## src/rtl/spi_bus_arbiter_if.sv

```systemverilog
// Requester-side bus of the SPI arbiter: transaction requests, grants and
// per-requester byte handshakes.
interface spi_bus_arbiter_if;
  logic [1:0]  req;
  logic [1:0]  gnt;
  logic [1:0]  tx_valid;
  logic [15:0] tx_data;
  logic [1:0]  tx_ready;
  logic [1:0]  rx_valid;
  logic [7:0]  rx_data;
  logic        busy;

  modport master (
    output req, tx_valid, tx_data,
    input  gnt, tx_ready, rx_valid, rx_data, busy
  );

  modport slave (
    input  req, tx_valid, tx_data,
    output gnt, tx_ready, rx_valid, rx_data, busy
  );
endinterface

```

## src/rtl/spi_bus_arbiter.sv

```systemverilog
// Two-requester SPI bus arbiter: round-robin whole-transaction grants,
// chip-select setup/hold timing and a mode-0 MSB-first byte shifter.
module spi_bus_arbiter #(
  parameter int unsigned CLK_DIV  = 4,
  parameter int unsigned CS_SETUP = 2,
  parameter int unsigned CS_HOLD  = 2
) (
  input  logic             clk,
  input  logic             rst_n,
  spi_bus_arbiter_if.slave bus,
  output logic             spi_sck,
  output logic             spi_mosi,
  input  logic             spi_miso,
  output logic [1:0]       spi_cs_n
);

  localparam logic [15:0] DIV_LAST   = 16'(CLK_DIV - 1);
  localparam logic [15:0] SETUP_LAST = 16'(CS_SETUP - 1);
  localparam logic [15:0] HOLD_LAST  = 16'(CS_HOLD - 1);

  typedef enum logic [2:0] {IDLE, SETUP, WAIT, SHIFT, HOLD, GAP} state_t;

  state_t      state, state_nx;
  logic        last, last_nx;
  logic [15:0] cnt, cnt_nx;
  logic [3:0]  half, half_nx;
  logic [7:0]  tx_sh, tx_sh_nx;
  logic [7:0]  rx_sh, rx_sh_nx;
  logic [7:0]  rx_q, rx_q_nx;
  logic        mosi_q, mosi_nx;
  logic [1:0]  rxv_q, rxv_nx;

  logic [1:0]  sel_oh;
  logic        active;
  logic        req_sel;
  logic        valid_sel;
  logic [7:0]  data_sel;

  // The last-grant pointer doubles as the current owner once a grant is made.
  assign sel_oh    = last ? 2'b10 : 2'b01;
  assign req_sel   = bus.req[last];
  assign valid_sel = bus.tx_valid[last];
  assign data_sel  = last ? bus.tx_data[15:8] : bus.tx_data[7:0];
  assign active    = (state == SETUP) || (state == WAIT) ||
                     (state == SHIFT) || (state == HOLD);

  always_ff @(posedge clk or negedge rst_n) begin
    if (!rst_n) begin
      state  <= IDLE;
      last   <= 1'b1;
      cnt    <= '0;
      half   <= '0;
      tx_sh  <= '0;
      rx_sh  <= '0;
      rx_q   <= '0;
      mosi_q <= 1'b0;
      rxv_q  <= '0;
    end else begin
      state  <= state_nx;
      last   <= last_nx;
      cnt    <= cnt_nx;
      half   <= half_nx;
      tx_sh  <= tx_sh_nx;
      rx_sh  <= rx_sh_nx;
      rx_q   <= rx_q_nx;
      mosi_q <= mosi_nx;
      rxv_q  <= rxv_nx;
    end
  end

  always_comb begin
    state_nx = state;
    last_nx  = last;
    cnt_nx   = cnt;
    half_nx  = half;
    tx_sh_nx = tx_sh;
    rx_sh_nx = rx_sh;
    rx_q_nx  = rx_q;
    mosi_nx  = mosi_q;
    rxv_nx   = '0;

    unique case (state)
      IDLE: begin
        cnt_nx = '0;
        if (bus.req != 2'b00) begin
          state_nx = SETUP;
          last_nx  = (bus.req == 2'b11) ? ~last : bus.req[1];
        end
      end

      SETUP: begin
        if (cnt == SETUP_LAST) begin
          cnt_nx   = '0;
          state_nx = WAIT;
        end else begin
          cnt_nx = cnt + 16'd1;
        end
      end

      WAIT: begin
        // A handshake takes priority over a simultaneous request drop.
        if (valid_sel) begin
          state_nx = SHIFT;
          tx_sh_nx = data_sel;
          mosi_nx  = data_sel[7];
          cnt_nx   = '0;
          half_nx  = '0;
        end else if (!req_sel) begin
          state_nx = HOLD;
          cnt_nx   = '0;
        end
      end

      SHIFT: begin
        // half counts SCK half-periods: even = low phase, odd = high phase.
        if (cnt == DIV_LAST) begin
          cnt_nx  = '0;
          half_nx = half + 4'd1;
          if (!half[0]) begin
            rx_sh_nx = {rx_sh[6:0], spi_miso};
          end else if (half == 4'd15) begin
            state_nx = WAIT;
            rx_q_nx  = rx_sh;
            rxv_nx   = sel_oh;
          end else begin
            tx_sh_nx = {tx_sh[6:0], 1'b0};
            mosi_nx  = tx_sh[6];
          end
        end else begin
          cnt_nx = cnt + 16'd1;
        end
      end

      HOLD: begin
        if (cnt == HOLD_LAST) begin
          cnt_nx   = '0;
          state_nx = GAP;
        end else begin
          cnt_nx = cnt + 16'd1;
        end
      end

      GAP: state_nx = IDLE;

      default: state_nx = IDLE;
    endcase
  end

  assign bus.gnt      = active ? sel_oh : 2'b00;
  assign bus.tx_ready = (state == WAIT) ? sel_oh : 2'b00;
  assign bus.rx_valid = rxv_q;
  assign bus.rx_data  = rx_q;
  assign bus.busy     = (state != IDLE);
  assign spi_cs_n     = ~bus.gnt;
  assign spi_sck      = (state == SHIFT) && half[0];
  assign spi_mosi     = mosi_q;

endmodule

```

## src/flat_wrapper.sv

```systemverilog
// flat-port wrapper written by rule: the top's interface ports become plain ports
module spi_bus_arbiter_flat 
#(
  parameter int unsigned CLK_DIV  = 4,
  parameter int unsigned CS_SETUP = 2,
  parameter int unsigned CS_HOLD  = 2
)
  (clk, rst_n, spi_sck, spi_mosi, spi_miso, spi_cs_n, bus_req, bus_tx_valid, bus_tx_data, bus_gnt, bus_tx_ready, bus_rx_valid, bus_rx_data, bus_busy);
  spi_bus_arbiter_if bus_i ();
  input  logic clk;
  input  logic rst_n;
  output logic spi_sck;
  output logic spi_mosi;
  input  logic spi_miso;
  output logic [1:0] spi_cs_n;
  input wire logic [$bits(bus_i.req)-1:0] bus_req;
  input wire logic [$bits(bus_i.tx_valid)-1:0] bus_tx_valid;
  input wire logic [$bits(bus_i.tx_data)-1:0] bus_tx_data;
  output wire logic [$bits(bus_i.gnt)-1:0] bus_gnt;
  output wire logic [$bits(bus_i.tx_ready)-1:0] bus_tx_ready;
  output wire logic [$bits(bus_i.rx_valid)-1:0] bus_rx_valid;
  output wire logic [$bits(bus_i.rx_data)-1:0] bus_rx_data;
  output wire logic [$bits(bus_i.busy)-1:0] bus_busy;
  assign bus_i.req = bus_req;
  assign bus_i.tx_valid = bus_tx_valid;
  assign bus_i.tx_data = bus_tx_data;
  assign bus_gnt = bus_i.gnt;
  assign bus_tx_ready = bus_i.tx_ready;
  assign bus_rx_valid = bus_i.rx_valid;
  assign bus_rx_data = bus_i.rx_data;
  assign bus_busy = bus_i.busy;
  spi_bus_arbiter #(.CLK_DIV(CLK_DIV), .CS_SETUP(CS_SETUP), .CS_HOLD(CS_HOLD)) u_core (.clk(clk), .rst_n(rst_n), .bus(bus_i), .spi_sck(spi_sck), .spi_mosi(spi_mosi), .spi_miso(spi_miso), .spi_cs_n(spi_cs_n));
endmodule
```

## config.mk

```make
export PLATFORM = sky130hd
export DESIGN_NAME = spi_bus_arbiter_flat
export DESIGN_NICKNAME = d
export VERILOG_FILES = /design/src/rtl/spi_bus_arbiter_if.sv /design/src/rtl/spi_bus_arbiter.sv /design/src/flat_wrapper.sv
export SDC_FILE = /design/constraint.sdc
export NUM_CORES = 1
export LEC_CHECK = 0
export CAP_MARGIN = 10
export CELL_PAD_IN_SITES_DETAIL_PLACEMENT = 1
export CELL_PAD_IN_SITES_GLOBAL_PLACEMENT = 1
export CORE_MARGIN = 2
export CORE_UTILIZATION = 45
export CTS_CLUSTER_DIAMETER = 30
export DETAILED_ROUTE_END_ITERATION = 6
export PLACE_DENSITY = 0.85
export SYNTH_ARGS = -nofsm -noshare
export SYNTH_HDL_FRONTEND = slang
export SYNTH_SLANG_ARGS = --single-unit
```

## constraint.sdc

```tcl
create_clock -name clk -period 5.2 [get_ports clk]
set_clock_uncertainty 0.15 [all_clocks]
set_input_delay 1.04 -clock clk [delete_from_list [all_inputs] [get_ports clk]]
set_output_delay 1.04 -clock clk [all_outputs]
set_load 0.01 [all_outputs]
```

## Word-level counts from Yosys, hierarchy flattened

Cells that the tools add are included.

- Output and inout bits: 19
- Word-level logic and storage cells: 89
- Flip-flop bits (word level): 50

- Order comparisons: 1
- Eq/ne operators: 17
- Muxes and demuxes: 40
- Reduce and logical (&&, ||, !) cells: 17
- $add $sub $neg: 2
- Bitwise operators: 3

Operators with widths:

| operator | number |
|---|---|
| $mux W16 | 4 |
| $pmux W16 S4 | 1 |
| $mux W7 | 4 |
| $mux W3 | 8 |
| $add A16 B1 Y16 const B | 1 |
| $eq A16 B1 Y1 const B | 1 |
| $eq A16 B2 Y1 const B | 1 |
| $pmux W3 S5 | 1 |
| $mux W2 | 7 |
| $pmux W7 S2 | 1 |
| $ne A2 B2 Y1 const B | 5 |
| $mux W1 | 9 |
| $mux W4 | 2 |
| $mux W8 | 1 |
| $pmux W4 S2 | 1 |
| $reduce_and A7 Y1 | 1 |
| $eq A3 B2 Y1 const B | 2 |
| $ne A2 B1 Y1 const B | 3 |
| $reduce_and A3 Y1 | 2 |
| $reduce_and A5 Y1 | 1 |
| $add A4 B1 Y4 const B | 1 |
| $eq A4 B4 Y1 const B | 1 |
| $reduce_and A2 Y1 | 2 |
| $reduce_and A4 Y1 | 1 |
| other kinds (15) | 19 |

## Depth between registers and ports, before layout

Gate-level depths: netlist (run 1).

- Depth after elaboration: 6
- Gate-level depth with buffers: 8
- Mapped depth without buffers: 7

## Worst setup path after synthesis (run 1)

OpenSTA, ideal clock, no wires.

- Path type: reg-to-output
- From: reg u_core.last
- To: out bus_gnt[1]
- Arrival: 1.403 ns
- Path buffers: 2
- Cell stages (with the launch flop): 5
- Slack: 2.607 ns
- Cells stage by stage: dfstp_2 -> buf_2 -> buf_1 -> nand3_1 -> inv_1

- Word-level cells in the longest chain between the ends: 2

RTL lines:

| item | line | RTL |
|---|---|---|
| start: declaration | spi_bus_arbiter.sv:24 | `logic last, last_nx;` |
| start signal: assignment | spi_bus_arbiter.sv:60 | `last <= last_nx;` |
| $mux W2 | spi_bus_arbiter.sv:40 | `assign sel_oh = last ? 2'b10 : 2'b01;` |
| $mux W2 | spi_bus_arbiter.sv:149 | `assign bus.gnt = active ? sel_oh : 2'b00;` |
| end: declaration | flat_wrapper.sv:19 | `output wire logic [$bits(bus_i.gnt)-1:0] bus_gnt;` |

No other way between the ends.

## Worst setup path in the final report (run 1)

- From: reg u_core.state[2]
- To: out spi_sck

- Word-level cells in the longest chain between the ends: 2

RTL lines:

| item | line | RTL |
|---|---|---|
| start: declaration | spi_bus_arbiter.sv:23 | `state_t state, state_nx;` |
| start signal: assignment | spi_bus_arbiter.sv:59 | `state <= state_nx;` |
| $eq A3 B2 Y1 | spi_bus_arbiter.sv:155 | `assign spi_sck = (state == SHIFT) && half[0];` |
| $logic_and A1 B1 Y1 | spi_bus_arbiter.sv:155 |  |
| end: declaration | flat_wrapper.sv:12 | `output logic spi_sck;` |

No other way between the ends.

==> results of run 1 <==
==> through the flow <==
stage                     worst slack (ns)  instances
after global routing                  1.59        375
after floorplan                       2.61        260
after global placement                2.09        367
after detailed placement              2.05        367
after CTS                             1.68        375
final                                 1.72        375
==> cell type report <==
class                      instances  area, um2
fill                             650       2600
multi-input combinational        190       1360
sequential                        50       1250
timing repair buffer              42        413
tap                               75       93.8
clock buffer                       5       68.8
inverter                          10       37.5
clock inverter                     3       28.8
==> worst paths after layout <==
kind,startpoint,end,slack (ns),cells after the start
worst min register to register,u_core.bus.rx_data[2],u_core.bus.rx_data[2],0.37,1
worst min-delay path,u_core.bus.rx_data[2],u_core.bus.rx_data[2],0.37,1
worst max register to register,u_core.state[2],u_core.bus.rx_data[4],2.56,5
max in group asynchronous,rst_n,u_core.cnt[4],3.79,2
min in group asynchronous,rst_n,u_core.bus.rx_data[3],0.68,2
worst max-delay path,u_core.state[2],spi_sck,1.72,3
==> logic make-up (layout without fill, tap and decap cells) <==
group,after synthesis,after routing,share of synthesized area
simple gates,90,90,0.190
flops,50,50,0.466
compound gates,60,60,0.139
xor+xnor,2,2,0.00652
buf+inv,20,60,0.0326
fa+ha+maj,3,3,0.0140
mux,35,35,0.152
==> registers in the layout (all words and copies together), names as in the netlist, 2 cells and up <==
| signal | count |
|---|---|
| u_core.cnt | 16 |
| u_core.bus.rx_data | 8 |
| u_core.rx_sh | 8 |
| u_core.tx_sh | 7 |
| u_core.half | 4 |
| u_core.state | 3 |
| u_core.bus.rx_valid | 2 |
==> power breakdown <==
| group | internal (W) | switching (W) |
|---|---|---|
| registers | 0.000389 | 0.000000880 |
| logic | 0.0000180 | 0.0000153 |
| clock network | 0.000101 | 0.000147 |
==> cells in the final DEF (no fill, tap or decap), types with 5 or more instances in the layout <==
cell type | synthesis | layout
sky130_fd_sc_hd__inv_1 | 10 | 10
sky130_fd_sc_hd__nor3_1 | 6 | 6
sky130_fd_sc_hd__a31oi_1 | 7 | 7
sky130_fd_sc_hd__nor2_1 | 13 | 13
sky130_fd_sc_hd__a21oi_1 | 14 | 14
sky130_fd_sc_hd__nand4_1 | 5 | 5
sky130_fd_sc_hd__o21ai_0 | 19 | 19
sky130_fd_sc_hd__clkdlybuf4s50_1 | 0 | 40
sky130_fd_sc_hd__dfrtp_1 | 49 | 49
sky130_fd_sc_hd__mux2_4 | 7 | 7
sky130_fd_sc_hd__nand3_1 | 18 | 18
sky130_fd_sc_hd__clkbuf_8 | 0 | 5
sky130_fd_sc_hd__mux2_2 | 18 | 18
sky130_fd_sc_hd__nand2_1 | 22 | 22
sky130_fd_sc_hd__mux2i_1 | 10 | 10
==> worst max-delay path, stage by stage, from the launching register on <==
cell,delay [ns]
sky130_fd_sc_hd__dfrtp_1,0.52
sky130_fd_sc_hd__and3b_1,0.71
sky130_fd_sc_hd__and2_1,0.22
sky130_fd_sc_hd__clkdlybuf4s50_1,0.53
==> metal layers <==
| layer | track usage | share of wire | vias up |
|---|---|---|---|
| li1 | - | - | 1025 |
| met3 | 0.0456 | 0.037 | 6 |
| met1 | 0.264 | 0.46 | 1043 |
| met5 | 0 | 0 | - |
| met2 | 0.361 | 0.50 | 37 |
| met4 | 0.0508 | 0.010 | 0 |
==> results by stage, run 1 <==
Drt:
- The routed wire length per instance is 17.1 um.
- The via-per-instance ratio is 5.63.
- After detailed routing, the number of remaining DRC violations is 0.
- The routed wire length is 6.41 mm.
- For this block, the initial DRC count from the detailed router was 79.
- For this run, the detailed router's first-pass iteration total came to 5.
- Detailed routing inserted a total of 2,111 vias.
- The residual antenna-violating net count after detailed routing is 0.

Floorplan:
- The die covers 6610 um2.
- The I/O pin count is 42.
- The chip width is 81.3 um.
- The effective utilization at floorplan is 0.460.
- The core region area is 5850 um2.
- Row generation in the floorplan step produced 28 rows.
- The die height is 81.3 um.

Finish:
- The repair_antennas step left the layout with diodes totalling 0.
- The fraction of final layout cells with drive strength greater than 1 is 0.180.
- Measured on the finished design, the core utilization comes to 0.555.
- Compared with the post-synthesis result, the final layout area differs by 20.8%.
- For this run, the post-layout net count is 325.
- The final design area excluding fillers is 3250 um2.

Clocking:
- The depth of the CTS H-tree is 2.
- After clock tree synthesis, the clock-pin slew on the worst setup and hold paths is 0.10 ns.
- The count of hold-fix buffers inserted at cts is 0.
- TritonCTS built the clock tree.
- Buffers added to address setup during post-CTS repair amount to 0.
- The clock root buffer master is sky130_fd_sc_hd__clkbuf_8.
- The source-to-sink clock delay at the later pin of the worst-skew pair is 0.31 ns.
- Clock tree synthesis inserted a total of 5 buffers.
- The number of gates resized after cts is 0.
- Clock tree synthesis found a total of 50 sinks.
- The clock passes through at most 2 buffers.

STA:
- In the finished design, the share of the clock period the worst path needs comes to 0.670.
- Static timing analysis puts the maximum clock frequency at 287 MHz.
- The final count of hold timing violations is 0.
- Counting I/O delays and the setup requirement, the final critical path takes 3.48 ns.
- The relative slew slack is 0.379.
- The final worst hold slack is 0.369 ns.
- The final-report setup violation count is 0.
- Setup total negative slack on the finished layout was measured at 0 ns.
- The slew of the pin with the lowest slew margin is 0.932 ns.
- The max-slew violation total from the final report is 0.
- Setup repair after global routing left no endpoint under its margin.

Synthesis:
- Ranked by instance count, the synthesized netlist is headed by sky130_fd_sc_hd__dfrtp_1, sky130_fd_sc_hd__nand2_1, sky130_fd_sc_hd__o21ai_0.
- The gate count after technology mapping is 260.
- The count of different cell masters after synthesis is 47.
- After synthesis the netlist holds a flip-flop and latch count of 50.
- The post-synthesis net count is 286.
- The synthesized design spends more area on one cell type than any other, namely sky130_fd_sc_hd__dfrtp_1.
- By area the synthesized netlist is led by sky130_fd_sc_hd__dfrtp_1, sky130_fd_sc_hd__mux2_2, sky130_fd_sc_hd__mux2_4, sky130_fd_sc_hd__mux2i_1, sky130_fd_sc_hd__o21ai_0.
- sky130_fd_sc_hd__dfrtp_1 is the most common cell in the netlist.
- In the synthesized netlist the dominant register cell turns out to be sky130_fd_sc_hd__dfrtp_1.
- The sequential share of the synthesized area is 0.466.
- Dividing the synthesized area by the synthesized cell count gives 10.3 um2.
- The number of synthesized flops with an enable pin is 0.
- For this run, the number of Yosys warnings is 0.
- The cell area that synthesis handed to floorplanning was 2690 um2.
- The post-synthesis async set-or-reset flop share is 1.00.
- The area share of the largest cell type after synthesis is 0.456.

Setup path:
- The start-to-end type of the worst setup path is flip-flop to output port.
- The worst-path maximum fanout is 20.
- The worst setup path is captured at an output port.
- The required time at the endpoint of the critical path is 4.01 ns.
- At the worst endpoint, the arrival time is 2.29 ns.
- The worst setup path is launched from a flip-flop.

Run status:
- The run finished with clean final reports.

GRT:
- The initial antenna violation count is 0.
- The first global-routing pass estimated 10.6 mm of wire.
- After global routing the overflow that remains totals 0.
- The total global-route track usage is 0.209.
- Entering global routing, the biggest net connects 51 pins.
- The number of global-route vias before repair is 2,126.

Pwr:
- Across the VDD grid, the largest voltage drop is 0.000117 V.
- The power density normalized to cell area is 206 nW/um2.
- The total power of the final layout is 0.000671 W.
- The analysis attributes to cell leakage a power of 1.28 nW.

Job:
- The max capacitance violation total is 0.

Placed design:
- The port buffer count is 41.
- The final weighted congestion in routability-driven placement is 0.809.
- Summed over all nets, the half-perimeter wirelength after detailed placement is 4.61 mm.
- The area of placed instances is 3150 um2.

Worst hold path:
- The type of the most critical hold path is flip-flop to flip-flop.
Power figures use the tool's default switching activity.
==> inputs of run 2 (changes only) <==
Settings changed: CORE_UTILIZATION 45 to 42, PLACE_DENSITY 0.85 to 0.8.
Clock period 5.2 ns to 3.5 ns, I/O delays scaled along.
==> run 2 against run 1 <==
Critical path depth did not move. Power rose by 67%. Core utilization fell by 2.7 points. Highest routed layer unchanged.
==> results by stage, run 2 (same netlist as run 1, synthesis figures left out) <==
GRT:
- The total overflow reported by the global router is 0.
- For met2 alone, demand over resource in global routing was 0.332.
- Entering global routing, the biggest net connects 22 pins.
- In the global route stage, met1 resource usage came out at 0.261.
- The routing layer with the top usage in global route is met2.
- The initial antenna violation count is 0.
- The met3 capacity usage during global routing is 0.0356.
- The total global-route track usage is 0.196.
- The first-pass GRT wire length is 11.1 mm.
- The number of global-route vias before repair was 2,217.

Drt:
- For this block, the initial DRC count from the detailed router was 37.
- After detailed routing, the average wire length per cell comes to 16.9 um.
- The residual antenna-violating net count after detailed routing is 0.
- In the routed design, unresolved DRC markers number 0.
- Using the TritonRoute via totals, the vias-per-cell ratio works out to 5.64.
- The number of detailed-route iterations in the first pass is 4.
- For this block, the via count after detailed routing is 2,149.
- The routed wire length is 6.43 mm.

Setup path:
- The signal arrival time at the worst endpoint is 2.06 ns.
- The internal reg-to-reg setup slack is 1.07 ns.
- The critical path goes through or3b_2 -> nor2_1 -> clkdlybuf4s50_1.
- The element type at the critical path start is a flip-flop.
- The cell count along the critical path is 3.
- The longest individual stage delay on the worst path is 0.57 ns.
- The required time at the endpoint of the critical path is 2.65 ns.
- STA classifies the critical path endpoint as an output port.
- The highest-delay cell along the critical path is sky130_fd_sc_hd__or3b_2.
- The worst register-to-register path ends at u_core.bus.rx_data[7].
- The critical path is of the flip-flop to output port type.
- The buffering stage count on the worst path with inverters included is 1.
- In this run the worst setup path terminates at bus_tx_ready[1].
- The cell family contributing the most delay on the critical path is simple AND/OR/NAND/NOR gates.
- The depth of the worst register-to-register path is 6.
- The worst-path maximum fanout is 12.
- In this run the worst setup path begins at u_core.state[0].
- The startpoint identified for the worst register-to-register timing path is u_core.state[2].

STA:
- Based on the critical path, the design can be clocked at up to 343 MHz.
- Of the available clock period, the critical path in the final layout requires 0.833.
- The total negative slack is 0 ns.
- The relative slew slack is 0.619.
- The final count of hold timing violations is 0.
- For the pin with the worst max-slew slack, the measured transition is 0.564 ns.
- The max-slew violation total from the final report came to 0.
- The final-report setup violation count is 0.
- Setup repair after global routing left no endpoint under its margin.
- The worst path needs 2.91 ns of the cycle, external delays included.

Floorplan:
- The effective utilization at floorplan is 0.428.
- The overall die area is 7060 um2.
- In this run the horizontal extent of the chip is 84.0 um.
- In this run the vertical extent of the chip is 84.0 um.
- The cell row count is 29.
- The core region is 6280 um2.
- During I/O placement, the number of pins put on the boundary was 42.

Placed design:
- The port buffer count is 41.
- The final weighted congestion in routability-driven placement is 0.827.
- The HPWL reported at the end of detailed placement is 4.70 mm.

Finish:
- The net count reported at finish is 329.
- The register name with the most flops is u_core.cnt.
- The utilization after layout is 0.528.
- The top cell types in the final layout, fill and taps aside, are sky130_fd_sc_hd__dfrtp_1, sky130_fd_sc_hd__clkdlybuf4s50_1, sky130_fd_sc_hd__nand2_1.
- The number of antenna cells inserted is 0.
- The most common cell after layout, fill and taps aside is sky130_fd_sc_hd__dfrtp_1.
- The count of fill cells added during filler insertion is 698.
- The register with the most flip-flops in the layout has 16 of them.
- The fraction of final layout cells with drive strength greater than 1 is 0.188.
- The area added between synthesis and finish is 23.3%.

Pwr:
- The power density normalized to cell area is 337 nW/um2.
- VDD sags by at most 0.000212 V.
- The leakage dissipation is 1.31 nW.

Clocking:
- The post-CTS repair timing setup buffer count is 0.
- The H-tree was split into 2 levels.
- Hold repair after CTS inserted 0 buffers.
- The clock passes through at most 2 buffers.
- In this run, CTS created clock tree buffers numbering 5.
- The number of gates resized after cts is 0.
- The CTS tree is built.
- After clock tree synthesis, the clock-pin slew on the worst setup and hold paths is 0.10 ns.
- For this design, the sink count on the clock tree is 50.
- The clock root buffer master is sky130_fd_sc_hd__clkbuf_8.
- The clock reaches the later pin of the worst-skew pair after 0.31 ns.

Run status:
- The flow ran to the end, and the final reports show no timing, DRC or antenna violations.

Job:
- The max capacitance violation total is 0.

Worst hold path:
- The path class of the tightest hold or removal check is input port to asynchronous set/reset pin.
run 2: cell count changes in the layout (fill, tap and decap cells not counted), sizes merged:
cell,before,now
buf,2,6
bufinv,0,2
inv,12,10
run 2: worst min-delay path by stage:
stage                    start               endpoint  cells past startpoint
2_1_floorplan            rst_n  u_core.bus.rx_data[0]                      0
3_3_place_gp   u_core.rx_sh[7]  u_core.bus.rx_data[7]                      1
3_5_place_dp   u_core.tx_sh[1]        u_core.tx_sh[1]                      1
4_1_cts                  rst_n  u_core.bus.rx_data[1]                      1
5_1_grt                  rst_n  u_core.bus.rx_data[1]                      1
6_report                 rst_n  u_core.bus.rx_data[1]                      1
run 2: power by group:
| group | switching, W | internal (W) |
|---|---|---|
| clock network | 0.000202 | 0.000286 |
| registers | 0.00000138 | 0.000578 |
| logic | 0.0000230 | 0.0000274 |
| total | 0.000226 | 0.000892 |
run 2: area by class of cell:
| class | count | area, um2 | area share |
|---|---|---|---|
| clock inverter | 3 | 68.8 | 0.0208 |
| inverter | 10 | 37.5 | 0.0113 |
| timing repair buffer | 46 | 443 | 0.134 |
| tap | 77 | 96.3 | 0.0291 |
| clock buffer | 5 | 68.8 | 0.0208 |
| multi-input combinational | 190 | 1350 | 0.407 |
| sequential | 50 | 1250 | 0.378 |
run 2: routing by layer:
| metal | routed length [um] | share of wire |
|---|---|---|
| met1 | 2960 | 0.46 |
| met2 | 3200 | 0.50 |
| met3 | 209 | 0.032 |
| met4 | 61 | 0.0095 |
| met5 | 0 | 0 |
run 2: through the flow:
stage | total power, W | cell area (um2) | hold slack (ns) | cells | setup slack, ns
floorplan | 0.000601 | 2690 | 0.254 | 260 | 1.25
global placement | 0.000640 | 3180 | 0.331 | 373 | 0.955
detailed placement | 0.000642 | 3180 | 0.343 | 373 | 0.919
CTS | 0.00113 | 3320 | 0.183 | 381 | 0.569
global route | 0.00116 | 3320 | 0.181 | 381 | 0.470
finish | 0.00112 | 3320 | 0.174 | 381 | 0.586
